[src/rtl/flash_port_arbiter.sv]
// flash_port_arbiter: shares the instruction-flash read port between fetch (IF) and load (LS) requesters.
// Optional FLASH_TIMEOUT_EN aborts a WAIT stuck on flash_busy after TIMEOUT_CYC cycles.
module flash_port_arbiter #(
  parameter int ADDR_W      = 10,
  parameter int DATA_W      = 32,
  parameter int STARVE_MAX  = 4,
  parameter int TIMEOUT_CYC = 64
) (
  input  logic              clk,
  input  logic              rst,
  input  logic              if_req,
  input  logic [ADDR_W-1:0] if_addr,
  output logic              if_gnt,
  output logic              if_rvalid,
  input  logic              ls_req,
  input  logic [ADDR_W-1:0] ls_addr,
  output logic              ls_gnt,
  output logic              ls_rvalid,
  output logic [DATA_W-1:0] rdata,
  output logic              flash_ld,
  output logic [ADDR_W-1:0] flash_addr,
  input  logic              flash_busy,
  input  logic [DATA_W-1:0] flash_dout,
  output logic              flash_err
);
  typedef enum logic [1:0] {IDLE, ISSUE, WAIT, DONE} state_t;
  localparam int SW = $clog2(STARVE_MAX + 1);
  state_t state_q, state_d;
  logic owner_q, owner_d;
  logic [SW-1:0] starve_q, starve_d;
  logic if_gnt_q, if_gnt_d, ls_gnt_q, ls_gnt_d;
  logic if_rvalid_q, if_rvalid_d, ls_rvalid_q, ls_rvalid_d;
  logic flash_ld_q, flash_ld_d;
  logic [ADDR_W-1:0] flash_addr_q, flash_addr_d;
  logic [DATA_W-1:0] rdata_q, rdata_d;
  logic arb, if_win;
`ifdef FLASH_TIMEOUT_EN
  localparam int TW = $clog2(TIMEOUT_CYC);
  logic [TW-1:0] tmo_q, tmo_d;
  logic flash_err_q, flash_err_d;
  assign flash_err = flash_err_q;
`else
  assign flash_err = 1'b0;
`endif
  assign if_gnt     = if_gnt_q;
  assign ls_gnt     = ls_gnt_q;
  assign if_rvalid  = if_rvalid_q;
  assign ls_rvalid  = ls_rvalid_q;
  assign flash_ld   = flash_ld_q;
  assign flash_addr = flash_addr_q;
  assign rdata      = rdata_q;
  always_comb begin
    arb          = (state_q == IDLE || state_q == DONE) && !flash_busy && (if_req || ls_req);
    if_win       = if_req && (!ls_req || starve_q == SW'(STARVE_MAX));
    state_d      = state_q;
    owner_d      = owner_q;
    starve_d     = starve_q;
    flash_addr_d = flash_addr_q;
    rdata_d      = rdata_q;
    if_gnt_d     = 1'b0;
    ls_gnt_d     = 1'b0;
    if_rvalid_d  = 1'b0;
    ls_rvalid_d  = 1'b0;
    flash_ld_d   = 1'b0;
`ifdef FLASH_TIMEOUT_EN
    tmo_d        = (state_q == WAIT) ? tmo_q + TW'(1) : '0;
    flash_err_d  = 1'b0;
`endif
    case (state_q)
      IDLE, DONE: begin
        state_d = IDLE;
        if (arb) begin
          state_d      = ISSUE;
          owner_d      = !if_win;
          flash_addr_d = if_win ? if_addr : ls_addr;
          if_gnt_d     = if_win;
          ls_gnt_d     = !if_win;
          flash_ld_d   = 1'b1;
          starve_d     = (if_win || !if_req) ? '0 :
                         (starve_q == SW'(STARVE_MAX)) ? starve_q : starve_q + SW'(1);
        end
      end
      ISSUE: state_d = WAIT;
      WAIT: begin
        if (!flash_busy) begin
          state_d     = DONE;
          rdata_d     = flash_dout;
          if_rvalid_d = !owner_q;
          ls_rvalid_d = owner_q;
        end
`ifdef FLASH_TIMEOUT_EN
        else if (tmo_q == TW'(TIMEOUT_CYC - 1)) begin
          state_d     = DONE;
          rdata_d     = '0;
          if_rvalid_d = !owner_q;
          ls_rvalid_d = owner_q;
          flash_err_d = 1'b1;
        end
`endif
      end
      default: state_d = IDLE;
    endcase
  end
  always_ff @(posedge clk) begin
    if (!rst) begin
      state_q      <= IDLE;
      owner_q      <= 1'b0;
      starve_q     <= '0;
      if_gnt_q     <= 1'b0;
      ls_gnt_q     <= 1'b0;
      if_rvalid_q  <= 1'b0;
      ls_rvalid_q  <= 1'b0;
      flash_ld_q   <= 1'b0;
      flash_addr_q <= '0;
      rdata_q      <= '0;
`ifdef FLASH_TIMEOUT_EN
      tmo_q        <= '0;
      flash_err_q  <= 1'b0;
`endif
    end else begin
      state_q      <= state_d;
      owner_q      <= owner_d;
      starve_q     <= starve_d;
      if_gnt_q     <= if_gnt_d;
      ls_gnt_q     <= ls_gnt_d;
      if_rvalid_q  <= if_rvalid_d;
      ls_rvalid_q  <= ls_rvalid_d;
      flash_ld_q   <= flash_ld_d;
      flash_addr_q <= flash_addr_d;
      rdata_q      <= rdata_d;
`ifdef FLASH_TIMEOUT_EN
      tmo_q        <= tmo_d;
      flash_err_q  <= flash_err_d;
`endif
    end
  end
endmodule
[config.mk]
export PLATFORM = sky130hd
export DESIGN_NAME = flash_port_arbiter
export DESIGN_NICKNAME = d
export VERILOG_FILES = /design/src/rtl/flash_port_arbiter.sv
export SDC_FILE = /design/constraint.sdc
export NUM_CORES = 1
export LEC_CHECK = 0
export ABC_AREA = 1
export CAP_MARGIN = 20
export CORE_MARGIN = 1
export CORE_UTILIZATION = 39
export DETAILED_ROUTE_END_ITERATION = 8
export PLACE_DENSITY = 0.76
export SETUP_SLACK_MARGIN = 0.3
export SYNTH_ARGS = -nofsm -noshare
export SYNTH_HDL_FRONTEND = slang
export SYNTH_SLANG_ARGS = --single-unit
[constraint.sdc]
create_clock -name clk -period 1.55 [get_ports clk]
set_input_delay 0.2325 -clock clk [delete_from_list [all_inputs] [get_ports clk]]
set_output_delay 0.2325 -clock clk [all_outputs]
set_load 0.005 [all_outputs]
# Word level (Yosys, flattened, before mapping)
# Cells that the tools add are included.
dict set report word_totals {
  reg_bits 53
  latchBits 0
  ram_bits 0
  rom_bits 0
  in_bits 57
  output_inout_bits 48
  word_cells 47
  memories 0
}
dict set report classes {
  addsub 1
  mul 0
  div 0
  n_lt_le_gt_ge 0
  n_eq_ne 6
  shifts 0
  n_mux 7
  n_bitwise 3
  n_reduce_logical 20
}
# operator n
set op_table {}
lappend op_table {{two-way mux 10 bit} 1}
lappend op_table {{two-way mux 3 bit} 2}
lappend op_table {{one-hot mux 2 bit (3 select lines)} 1}
lappend op_table {{AND reduction 2 bit} 3}
lappend op_table {{AND reduction 3 bit} 2}
lappend op_table {{logical NOT 1 bit} 5}
lappend op_table {{== test 2 bit, second input constant} 2}
lappend op_table {{logical OR 1 bit} 4}
lappend op_table {{!= test 2 bit, second input constant} 2}
lappend op_table {{adder 3 x 1 -> 3 bit, second input constant} 1}
lappend op_table {{== test 3 bit, second input constant} 1}
lappend op_table {{logical AND 1 bit} 3}
lappend op_table {{NOT 1 bit} 3}
lappend op_table {{OR reduction 3 bit} 1}
lappend op_table {{== test 2 x 1 -> 1 bit, second input constant} 1}
lappend op_table {{logical NOT 2 bit} 1}
lappend op_table {{two-way mux 1 bit} 2}
lappend op_table {{two-way mux 2 bit} 1}
lappend op_table {{OR reduction 2 bit} 1}

# Depth between registers and ports, before layout
dict set report logic_depth {
  ltp_word 6
  ltp_mapped 9
  depth_no_buf 9
}

# Worst setup path before layout
# Ideal clock, no wire load.
dict set report synth_path {
  path_kind {register to register}
  from {register state_q[0]}
  to {register flash_addr_q[3] (netlist: flash_addr[3])}
  setup_ps 120
  arrival_ps 1248
  t_required_ps 1430
  setup_slack_ps 182
  path_stages_with_launch 10
  n_path_buf 0
  period_less_slack_ps 1368
  path_cell_list {dfxtp_1 > inv_1 > ha_1 > inv_1 > nor2_1 > nand2_2 > nand2_1 > inv_2 > nand2_1 > nand3_1}
}
dict set report synth_via {
  elab_chain_cells 5
  word_cells_on_any_way 7
  cone_classes {eq/ne (1); reduce/logical (6)}
}
# element line
set synth_rtl {}
lappend synth_rtl {{start, declared} 28} ;# state_t state_q, state_d;
lappend synth_rtl {{start signal, assigned} 121} ;# state_q <= state_d;
lappend synth_rtl {{== test 2 bit or logical NOT 2 bit (tied branches)} {53, 69}}
lappend synth_rtl {{logical OR 1 bit} 53} ;# arb = (state_q == IDLE || state_q == DONE) && !flash_busy && (if_req || ls_req);
lappend synth_rtl {{logical AND 1 bit (2 in a row)} 53}
lappend synth_rtl {{AND reduction 2 bit (no source line) (*)} --}
lappend synth_rtl {{end signal, assigned} 129} ;# flash_addr_q <= flash_addr_d;
lappend synth_rtl {{end, declared} 34} ;# logic [ADDR_W-1:0] flash_addr_q, flash_addr_d;
# Mark *: on every way between the ends. The rest lies on a longest branch, timed or not.
# A chain may end at the register's enable or synchronous reset.

# Worst setup path after layout
dict set report layout_path {
  from {register state_q[0]}
  to {register flash_addr_q[2] (netlist: flash_addr[2])}
}
# Same word-level chain as after synthesis.

==> impl_metrics.yaml <==
setup_path:
  crit_type: "flip-flop to flip-flop"
  path_buf_inv: 3
  critPathSlowestCell: "dfxtp_2"
  cpPeakStageDelay_ns: 0.35
  arrival_ns: 1.68
  critical_path.top_delay_family: "simple AND/OR/NAND/NOR gates"
  cp_cell_sequence: "inv_2 -> ha_4 -> inv_4 -> nor2_4 -> buf_4 -> nand3_4 -> nor2_4 -> nand2_1 -> nand3_1"
  path_max_fanout: 5
  cpMostUsedCell: "nor2_4"
  cp-start-kind: "flip-flop"
  cp_data_required_time_ns: 1.80
  endpoint_kind: "flip-flop"
route:
  vias: 2139
  drt-total-wl_mm: 6.00
  post_drt_via_cell_ratio: 4.76
  drc: 0
  drt_iter0_drc: 97
  antenna_left: 0
  drt-wirelength-per-cell_um: 13.4
  dr.pass1.iters: 4
die:
  num_rows: 25
  pin_count: 105
  die_height_um: 73.8
  start_util_pct: 41.4
  die_x_um: 73.8
  core_area_sq_mm: 0.00485
  die_area_sq_mm: 0.00544
run:
  drv_cap: 0
pwr:
  vdd_drop_max_v: 0.000797
  p_leak_uw: 0.00163
  power_density_mw_per_mm2: 960
logic_synthesis:
  synth_nets: 323
  synth-seq-cells: 53
  ys_warn_count: 0
  netlist_area_sq_mm: 0.00201
  synthArstFlopShare_pct: 0
  synth_cells: 263
  yosys.area.top_type: "dfxtp_1"
  synth_top_area_share_pct: 52.8
  synth_edf_count: 0
  seq_area_frac_synth_pct: 52.8
  synthFlopType: "dfxtp_1"
  synthTopCellsByArea: "dfxtp_1 53%, nor2_1 13%, o21ai_0 8.0%"
  avgSynthCellArea_sq_um: 7.64
  yosysUniqueCellTypes: 24
global_route:
  grt-ovfl-total: 0
  grt_pass1_vias: 2154
  grt_first_pass_wirelength_mm: 9.38
  antenna_found_initial: 0
  grt_max_degree: 35
  grt.total_usage_pct: 22.6
sta:
  finClkSkew_ns: 0.00348
  hold_viol_final: 0
  rsz0062_at_grt: "yes"
  setup_viol: 0
  finalCriticalPeriod_ns: 1.42
  period_share_pct: 91.7
  slew_violations: 0
  fin_tns_setup_ns: 0
  fmax_mhz: 704
cts:
  clkSinkCount: 53
  clock_path_buffers: 2
  cts-root-buf: "clkbuf_8"
  holdBufCountCts: 0
  path_clk_slew_ns: 0.10
  insertion_delay_ns: 0.31
  cts_tree: "done"
  h-tree-depth: 2
  numCtsBuffers: 5
hold_path:
  hold_class: "input pin to flip-flop"
layout:
  fin_util_pct: 72.9
  fillers: 372
  drive_gt1_share_pct: 25.1
  final_common_cell: "nor2_1"
  num_antenna_cells: 0
  layout_common_cells: "66 x nor2_1, 53 x clkdlybuf4s50_1, 48 x dlygate4sd2_1"
  syn2layout_area_growth_pct: 76.0
  nets: 441
placed_design:
  gp_congestion: 0.751
  dpl.hpwl_mm: 3.80
  port_buffers: 103
run_status:
  status: "completed"
repair_timing:
action                                 in CTS  in global routing
endpoints found under the hold margin       0                  0
setup endpoints to repair                  64                 50
pin swaps                                  16                  4
cloned                                      3                  0
setup buffers                               7                  2
resized for setup                         120                  7
area by class of cell:
cell class              count  area [sq um]  share of cell area [%]
multi-input cells         181          1030                    29.0
well taps                  67          83.8                    2.37
clock inverters             3          26.3                   0.743
flip-flops and latches     53          1100                    31.0
inverters                  18          75.1                    2.12
repair inverters            1          11.3                   0.319
clock buffers               5          68.8                    1.95
repair buffers            121          1150                    32.5
where the power goes:
| group | switching, uW | total (uW) | internal, uW |
|---|---|---|---|
| Clock | 488 | 817 | 329 |
| Sequential | 70.2 | 1600 | 1530 |
| Combinational | 464 | 981 | 517 |
| Total | 1020 | 3390 | 2370 |
state kept, by name, indices dropped and copies added, names as in the netlist:
register / flops
if_gnt: 1
ls_rvalid: 1
flash_addr: 10
if_rvalid: 1
rdata: 32
state_q: 2
ls_gnt: 1
flash_ld: 1
starve_q: 3
owner_q: 1
final timing paths:
check,from,to,slack [ns],depth (start not counted)
worst max-delay path,state_q[0],flash_addr[2],0.13,9
worst min-delay path,flash_busy,state_q[1],0.31,3
worst min register to register,owner_q,if_rvalid,0.43,1
worst max register to register,state_q[0],flash_addr[2],0.13,9
synth_stat cells (2+ instances only):
library cell	number
dfxtp_1	53
buf_2	5
nand3_1	21
nor2_1	70
inv_2	3
nand4_1	2
ha_1	3
or2_2	2
nor3_1	2
nand2_1	31
o21ai_0	32
a21oi_1	4
clkbuf_1	6
o21ai_1	3
inv_1	15
nand2_2	3
metrics by stage:
step | hold slack, ns | worst slack [ns] | instances | area, sq um | power (uW)
2_1_floorplan | 0.346 | 0.245 | 263 | 2030 | 1970
3_3_place_gp | 0.407 | 0.0247 | 429 | 3170 | 2460
3_5_place_dp | 0.408 | -0.0154 | 429 | 3170 | 2480
4_1_cts | 0.427 | 0.185 | 447 | 3480 | 3370
5_1_grt | 0.343 | 0.0521 | 449 | 3530 | 3570
6_report | 0.314 | 0.129 | 449 | 3530 | 3390
logic make-up (layout without fill, tap and decap cells):
group,count (synthesis),in the layout,share of synthesized area (%)
AOI/OAI and AO/OA,41,41,10.3
xor gates and xnor gates,1,1,0.436
adders and majority gates,3,3,1.87
buffers and inverters,31,148,6.67
DFF,53,53,52.8
other,1,1,0.187
and+or+nand+nor,133,135,27.7
per-layer routing:
metal	vias up	track usage [%]	part of all wire, %
li1	1073	-	-
met1	987	24.9	41
met4	0	8.76	2.6
met3	15	3.84	4.4
met2	64	42.6	52
met5	-	0	0
worst min-delay path, stage by stage:
cell and delay, ns:
dlymetal6s2s_1 0.19, nand2_1 0.10, a21oi_1 0.06
No activity file was read; power rests on OpenSTA's default activity.
